===== config.mk =====
export PLATFORM = sky130hd
export DESIGN_NAME = stopwatch_timer
export DESIGN_NICKNAME = d
export VERILOG_FILES = /design/src/rtl/stopwatch_pkg.sv /design/src/rtl/stopwatch_prescaler.sv /design/src/rtl/stopwatch_timer.sv
export SDC_FILE = /design/constraint.sdc
export NUM_CORES = 1
export LEC_CHECK = 0
export CAP_MARGIN = 0
export CORE_MARGIN = 3
export CORE_UTILIZATION = 39
export CTS_BUF_LIST = sky130_fd_sc_hd__clkbuf_8
export DETAILED_ROUTE_END_ITERATION = 8
export GPL_ROUTABILITY_DRIVEN = 0
export PLACE_DENSITY = 0.74
export SLEW_MARGIN = 40
export SYNTH_ARGS = -nofsm -noshare
export SYNTH_HDL_FRONTEND = slang
export SYNTH_SLANG_ARGS = --single-unit

===== constraint.sdc =====
create_clock -name clk -period 1.85 [get_ports clk]
set_input_delay 0.4625 -clock clk [delete_from_list [all_inputs] [get_ports clk]]
set_output_delay 0.4625 -clock clk [all_outputs]
set_load 0.02 [all_outputs]

===== src/rtl/stopwatch_pkg.sv =====
// Shared definitions for the stopwatch timer: state encoding, the last
// second value and a helper that sizes the tick prescaler.
package stopwatch_pkg;

    typedef enum logic [1:0] {
        IDLE  = 2'd0,
        RUN   = 2'd1,
        PAUSE = 2'd2,
        DONE  = 2'd3
    } state_t;

    localparam int SEC_LAST = 59;

    // Prescaler width is clog2(div), never less than one bit so a
    // divide-by-one build still has a legal register.
    function automatic int presc_width(input int div);
        int w;
        w = $clog2(div);
        return (w < 1) ? 1 : w;
    endfunction

endpackage


===== src/rtl/stopwatch_prescaler.sv =====
// Tick prescaler for the stopwatch: divides the system clock down to one
// tick per TICK_DIV enabled cycles. The count only advances while enabled,
// so a partially elapsed second survives a pause.
module stopwatch_prescaler
    import stopwatch_pkg::*;
#(
    parameter int TICK_DIV = 4
) (
    input  logic clk,
    input  logic rst,
    input  logic en,
    input  logic clr,
    output logic tick
);

    localparam int W = presc_width(TICK_DIV);
    localparam logic [W-1:0] LAST = W'(TICK_DIV - 1);

    logic [W-1:0] count;

    assign tick = en && (count == LAST);

    // Advance while enabled, return to zero on the tick, hold otherwise.
    always_ff @(posedge clk) begin
        if (rst || clr) begin
            count <= '0;
        end else if (en) begin
            if (count == LAST) begin
                count <= '0;
            end else begin
                count <= count + W'(1);
            end
        end
    end

endmodule


===== src/rtl/stopwatch_timer.sv =====
// Run/pause/clear stopwatch counting seconds 0..59 and minutes
// 0..MIN_LIMIT, with saturate or wrap on overflow.
// Lap capture is built only when STOPWATCH_LAP_EN is defined; otherwise the
// lap input is ignored and the lap outputs are constant zero.
module stopwatch_timer
    import stopwatch_pkg::*;
#(
    parameter int TICK_DIV  = 4,
    parameter int SEC_W     = 6,
    parameter int MIN_W     = 7,
    parameter int MIN_LIMIT = 99,
    parameter int WRAP      = 0
) (
    input  logic             clk,
    input  logic             rst,
    input  logic             start,
    input  logic             stop,
    input  logic             clear,
    input  logic             lap,
    output logic [SEC_W-1:0] second,
    output logic [MIN_W-1:0] minute,
    output logic             running,
    output logic             overflow,
    output logic [SEC_W-1:0] lap_second,
    output logic [MIN_W-1:0] lap_minute,
    output logic             lap_valid
);

    localparam logic [SEC_W-1:0] SEC_MAX = SEC_W'(SEC_LAST);
    localparam logic [MIN_W-1:0] MIN_MAX = MIN_W'(MIN_LIMIT);

    state_t state;
    logic   run_en;
    logic   tick;

    assign run_en  = (state == RUN);
    assign running = run_en;

    stopwatch_prescaler #(
        .TICK_DIV (TICK_DIV)
    ) u_prescaler (
        .clk  (clk),
        .rst  (rst),
        .en   (run_en),
        .clr  (clear),
        .tick (tick)
    );

    // Control FSM plus the second/minute counters; the limit handling on a
    // tick is placed after the control case so a saturating hit lands in
    // DONE even if stop arrives in the same cycle.
    always_ff @(posedge clk) begin
        if (rst || clear) begin
            state    <= IDLE;
            second   <= '0;
            minute   <= '0;
            overflow <= 1'b0;
        end else begin
            case (state)
                IDLE:  if (start) state <= RUN;
                RUN:   if (stop)  state <= PAUSE;
                PAUSE: if (start) state <= RUN;
                DONE:  state <= DONE;
            endcase
            if (tick) begin
                if (second != SEC_MAX) begin
                    second <= second + SEC_W'(1);
                end else if (minute != MIN_MAX) begin
                    second <= '0;
                    minute <= minute + MIN_W'(1);
                end else begin
                    overflow <= 1'b1;
                    if (WRAP != 0) begin
                        second <= '0;
                        minute <= '0;
                    end else begin
                        state <= DONE;
                    end
                end
            end
        end
    end

`ifdef STOPWATCH_LAP_EN
    logic [SEC_W-1:0] lap_sec_q;
    logic [MIN_W-1:0] lap_min_q;
    logic             lap_valid_q;

    // Snapshot the pre-update count whenever the stopwatch is not idle;
    // the valid flag is a single-cycle pulse following the capture.
    always_ff @(posedge clk) begin
        if (rst || clear) begin
            lap_sec_q   <= '0;
            lap_min_q   <= '0;
            lap_valid_q <= 1'b0;
        end else begin
            lap_valid_q <= 1'b0;
            if (lap && (state != IDLE)) begin
                lap_sec_q   <= second;
                lap_min_q   <= minute;
                lap_valid_q <= 1'b1;
            end
        end
    end

    assign lap_second = lap_sec_q;
    assign lap_minute = lap_min_q;
    assign lap_valid  = lap_valid_q;
`else
    logic lap_unused;

    assign lap_unused = lap;
    assign lap_second = '0;
    assign lap_minute = '0;
    assign lap_valid  = 1'b0;
`endif

endmodule


# Word level (Yosys, flattened, before mapping)
# Index checks and enable logic that the tools add are counted.
totals:
  romBits: 0
  register_bits: 18
  word_cells: 33
  input_bits: 6
  ram_bits: 0
  n_memories: 0
  out_inout_bits: 29
  latch_bits: 0
op_classes:
  muxes: 9
  addsub: 3
  bitwise_logic: 2
  magnitude_cmp: 0
  shift: 0
  multipliers: 0
  div_mod_pow: 0
  n_reduce_logical: 8
  eq_ne: 6
op_table:
  columns: ["cell", "count"]
  rows:
  - ["$mux 2", 6]
  - ["$mux 6", 2]
  - ["$add 7x1->7 const B", 1]
  - ["$ne 7x7->1 const B", 1]
  - ["$add 6x1->6 const B", 1]
  - ["$eq 2x2->1 const B", 3]
  - ["$ne 6x6->1 const B", 1]
  - ["$pmux 2 s3", 1]
  - ["$reduce_and 3->1", 2]
  - ["$add 2x1->2 const B", 1]
  - ["$eq 2x1->1 const B", 1]
  - ["$logic_not 2->1", 1]
  - ["$not 1->1", 2]
  - ["$reduce_and 2->1", 1]
  - ["$reduce_bool 2->1", 1]
  - ["$reduce_or 2->1", 1]
  - ["$logic_and 1x1->1", 1]
  - ["$logic_or 1x1->1", 1]

# Longest topological paths before layout
# Gate-level depths: netlist (run 1).
logic_depth:
  ltp_word: 6
  mapped_depth: 6
  ltp_nobuf: 5

# Modules after synthesis
# A second synthesis (run 1) with hierarchy kept.
hier_totals:
  hier_cells: 113
  hier_area_um2: 969.7
modules_own_cells:
  columns: ["module", "n_inst", "area_per_inst_um2", "cells_each", "seq_area_each_um2"]
  rows:
  - ["stopwatch_timer", 1, 868.3, 104, 320.3]
  - ["stopwatch_prescaler", 1, 101.3, 9, 40.0]

# Worst setup path after synthesis (run 1)
# Ideal clock, no wire load.
synth_timing:
  path_kind: "register to register"
  from: "register second[0]"
  to: "register minute[2]"
  n_path_buf: 1
  path_slack_ps: -12
  path_stages_with_launch: 7
  setup_ps: 70
  synth_period_minus_slack_ps: 1862
  t_required_ps: 1780
  t_arrival_ps: 1792
  cell_sequence: "dfxtp_1 > ha_1 > nand2b_1 > or3_4 > buf_6 > or4_1 > a21oi_1"
synth_via:
  elab_chain_cells: 3
synth_lines:
  columns: ["item", "line_no", "text"]
  rows:
  - ["start: declaration", "stopwatch_timer.sv:20", "output logic [SEC_W-1:0] second,"]
  - ["start signal: assignment", "stopwatch_timer.sv:67", "second <= second + SEC_W'(1);"]
  - ["$ne 6x6->1", "stopwatch_timer.sv:66", "if (second != SEC_MAX) begin"]
  - ["$not 1->1 (no line)", null, null]
  - ["$reduce_and 3->1 (no line)", null, null]
  - ["end signal: assignment", "stopwatch_timer.sv:70", "minute <= minute + MIN_W'(1);"]
  - ["end: declaration", "stopwatch_timer.sv:21", "output logic [MIN_W-1:0] minute,"]
# Every way passes these cells.
# A chain may end at the register's enable or synchronous reset.

# Worst setup path in the final report (run 1)
layout_timing:
  from: "register minute[4]"
  to: "output port minute[4]"
# No word-level cell between the ends.

==> flow_summary.ini, run 1 <==
[status]
status = finished clean

[layout]
stdcell_area_um2 = 1260
syn_to_final_growth_pct = 27.1
drive_above_1_share = 0.141
antennaDiodeCount = 0
fin_nets = 152
postLayoutCoreUtil = 0.542

[setup_path]
slowest_stage = clkdlybuf4s50_1
slowest_delay_ns = 0.65
crit_path_max_fanout = 7
cp.required_ns = 1.39
path_cells = clkdlybuf4s50_1
cp_num_buf_inv = 1
critPathTopFamily = buffers and inverters
start_kind = register
worst-setup-path-type = register to primary output
end_kind = primary output
cp.arrival_ns = 1.33

[cts]
cts.sink_count = 18
clockBufferDepth = 2
clkLatencyLatePin_ns = 0.25
cts-root-buf = clkbuf_8
cts_tree = done
cts_made_buffers = 3
path_clk_slew_ns = 0.07
htree_num_levels = 1
cts-hold-fix-buffers = 0
postCtsSetupBuffers = 0

[power]
swShare = 0.231
p_clk_frac = 0.421
p_total_mw = 0.773
combinationalPowerShare = 0.072
leakagePower_nw = 0.502
internal_power_mw = 0.594
seqPwrFrac = 0.507
vdd_drop_max_mv = 0.318
p_switching_mw = 0.178
powerDensity_nw_per_um2 = 614

[floorplanning]
num_rows = 17
ios = 35
die-area_um2 = 3180
start_util = 0.427
chipHeight_um = 56.4
core_um2 = 2320
die_w_um = 56.4

[route]
wl_met2_um = 928
routed-via-count = 854
wl_um = 2000
via_per_inst = 5.02
drc = 0
wire_per_inst_um = 11.8
drt_first_pass_iters = 4
wl_met1_um = 946
drtAntennaViolNets = 0
highest_layer = met4
drtIter0Drc = 4
met3_length_um = 113

[sta]
fin_worst_skew_ns = 0.00213
finalSetupViolations = 0
fmax_ghz = 0.558
rsz0062_at_grt = no
hold_viol_final = 0
fin_crit_ns = 1.79
fin_crit_sh = 0.969
slew_viol_final = 0
setup_tns_ns = 0

[logic_synthesis]
synth_top_flop_cell = dfxtp_1
synth_seq_cells = 18
syn_area_um2 = 990
synth_top_area_cell = dfxtp_1
synth_warnings = 0
yosysMostFrequentCell = dfxtp_1
syn_inst = 116
synth_top_area_share = 0.364
async_flop_share = 0
synth_common_cells = 18 x dfxtp_1, 14 x buf_4, 10 x a21oi_1
avgSynthCellArea_um2 = 8.53
synth_area_leaders = dfxtp_1 36%, buf_4 11%, a21oi_1 5.1%
synth_seq_area_share = 0.364
synth_edf_count = 0
synth_cell_types = 33

[grt]
grt_pass1_vias = 759
grtUsageTotal = 0.127
grt_pass1_wl_um = 3330
antenna_found_initial = 0
grt-ovfl-total = 0
grt_max_degree = 13

[place]
port_buffers = 19
placed_area_um2 = 1200

[job]
maxCapViolCount = 0

[hold_path]
hp-class = register to register
worst min-delay path, delay by kind of cell, from the launching register on:
family	cells	cell delay, ns
buffers and inverters	1	0.04
DFF	1	0.31
AOI/OAI and AO/OA	1	0.05
worst paths after layout:
kind	cells after the start	slack [ns]	endpoint	startpoint
worst max-delay path	1	0.06	minute[4]	minute[4]
worst min-delay path	2	0.45	overflow	overflow
worst max register to register	5	0.08	minute[5]	second[0]
worst min register to register	2	0.45	overflow	overflow
metal layers:
layer  up-vias  global-route usage
met1       392               0.160
met4         0              0.0508
met3         2              0.0368
met5         -                   0
li1        435                   -
met2        25               0.204
placed cells by master, fill, tap and decap left out, types with 2 or more instances in the layout:
master	netlist	final
conb_1	1	14
ha_1	3	2
nand2_1	9	9
nand2b_1	2	2
dfxtp_2	0	2
dfxtp_1	18	16
buf_4	14	8
nor3_1	5	5
clkbuf_8	0	4
or2_2	2	2
xor2_1	3	3
nor2b_1	2	2
or4_1	4	4
nand3_1	3	3
o31ai_1	2	2
inv_1	3	3
a21oi_1	10	10
nor4_1	2	2
clkdlybuf4s50_1	0	17
nand4_1	2	2
nor2_1	6	6
o21ai_0	5	5
mux2i_1	3	3
or3_1	3	3
power by group through the flow:
stage          clock, mW  sequential [mW]  combinational (mW)
2_1_floorplan          0            0.400              0.0620
3_3_place_gp           0            0.401              0.0548
3_5_place_dp           0            0.401              0.0555
4_1_cts            0.330            0.392              0.0549
5_1_grt            0.346            0.392              0.0592
6_report           0.326            0.392              0.0553
state kept, by name (all words and copies together), names as in the netlist:
name,count
overflow,1
state,2
minute,7
u_prescaler.count,2
second,6
metrics by stage:
stage	hold slack (ns)	setup slack [ns]	cells
final	0.445	0.0565	170
after global routing	0.486	0.00775	170
after CTS	0.452	0.0202	170
after detailed placement	0.442	0.0332	166
after global placement	0.439	0.0731	166
after floorplan	0.465	0.00655	129
what timing repair did:
| action | in CTS | in global routing |
|---|---|---|
| setup endpoints to repair | 1 | 3 |
| pin swaps | 0 | 1 |
| resized for setup | 1 | 3 |
cell families after synthesis:
family,synth area share
buffers and inverters,0.140
xor gates and xnor gates,0.0354
and+or+nand+nor,0.276
adders and majority gates,0.0379
muxes,0.0303
other,0.00379
DFF,0.364
AOI/OAI and AO/OA,0.113
area by class of cell:
class,count,area (um2)
Clock buffer,4,55.1
Multi-Input combinational cell,90,542
Timing Repair Buffer,27,251
Fill cell,216,1060
Inverter,3,11.3
Sequential cell,18,363
Tap cell,28,35.0
No activity file was read; power rests on OpenSTA's default activity.
==> run 2, diff against run 1 <==
Settings changed: HOLD_SLACK_MARGIN from default to 0.05.
==> results of run 2 <==
Final layout, timing and power as in run 1 (identical DEF).
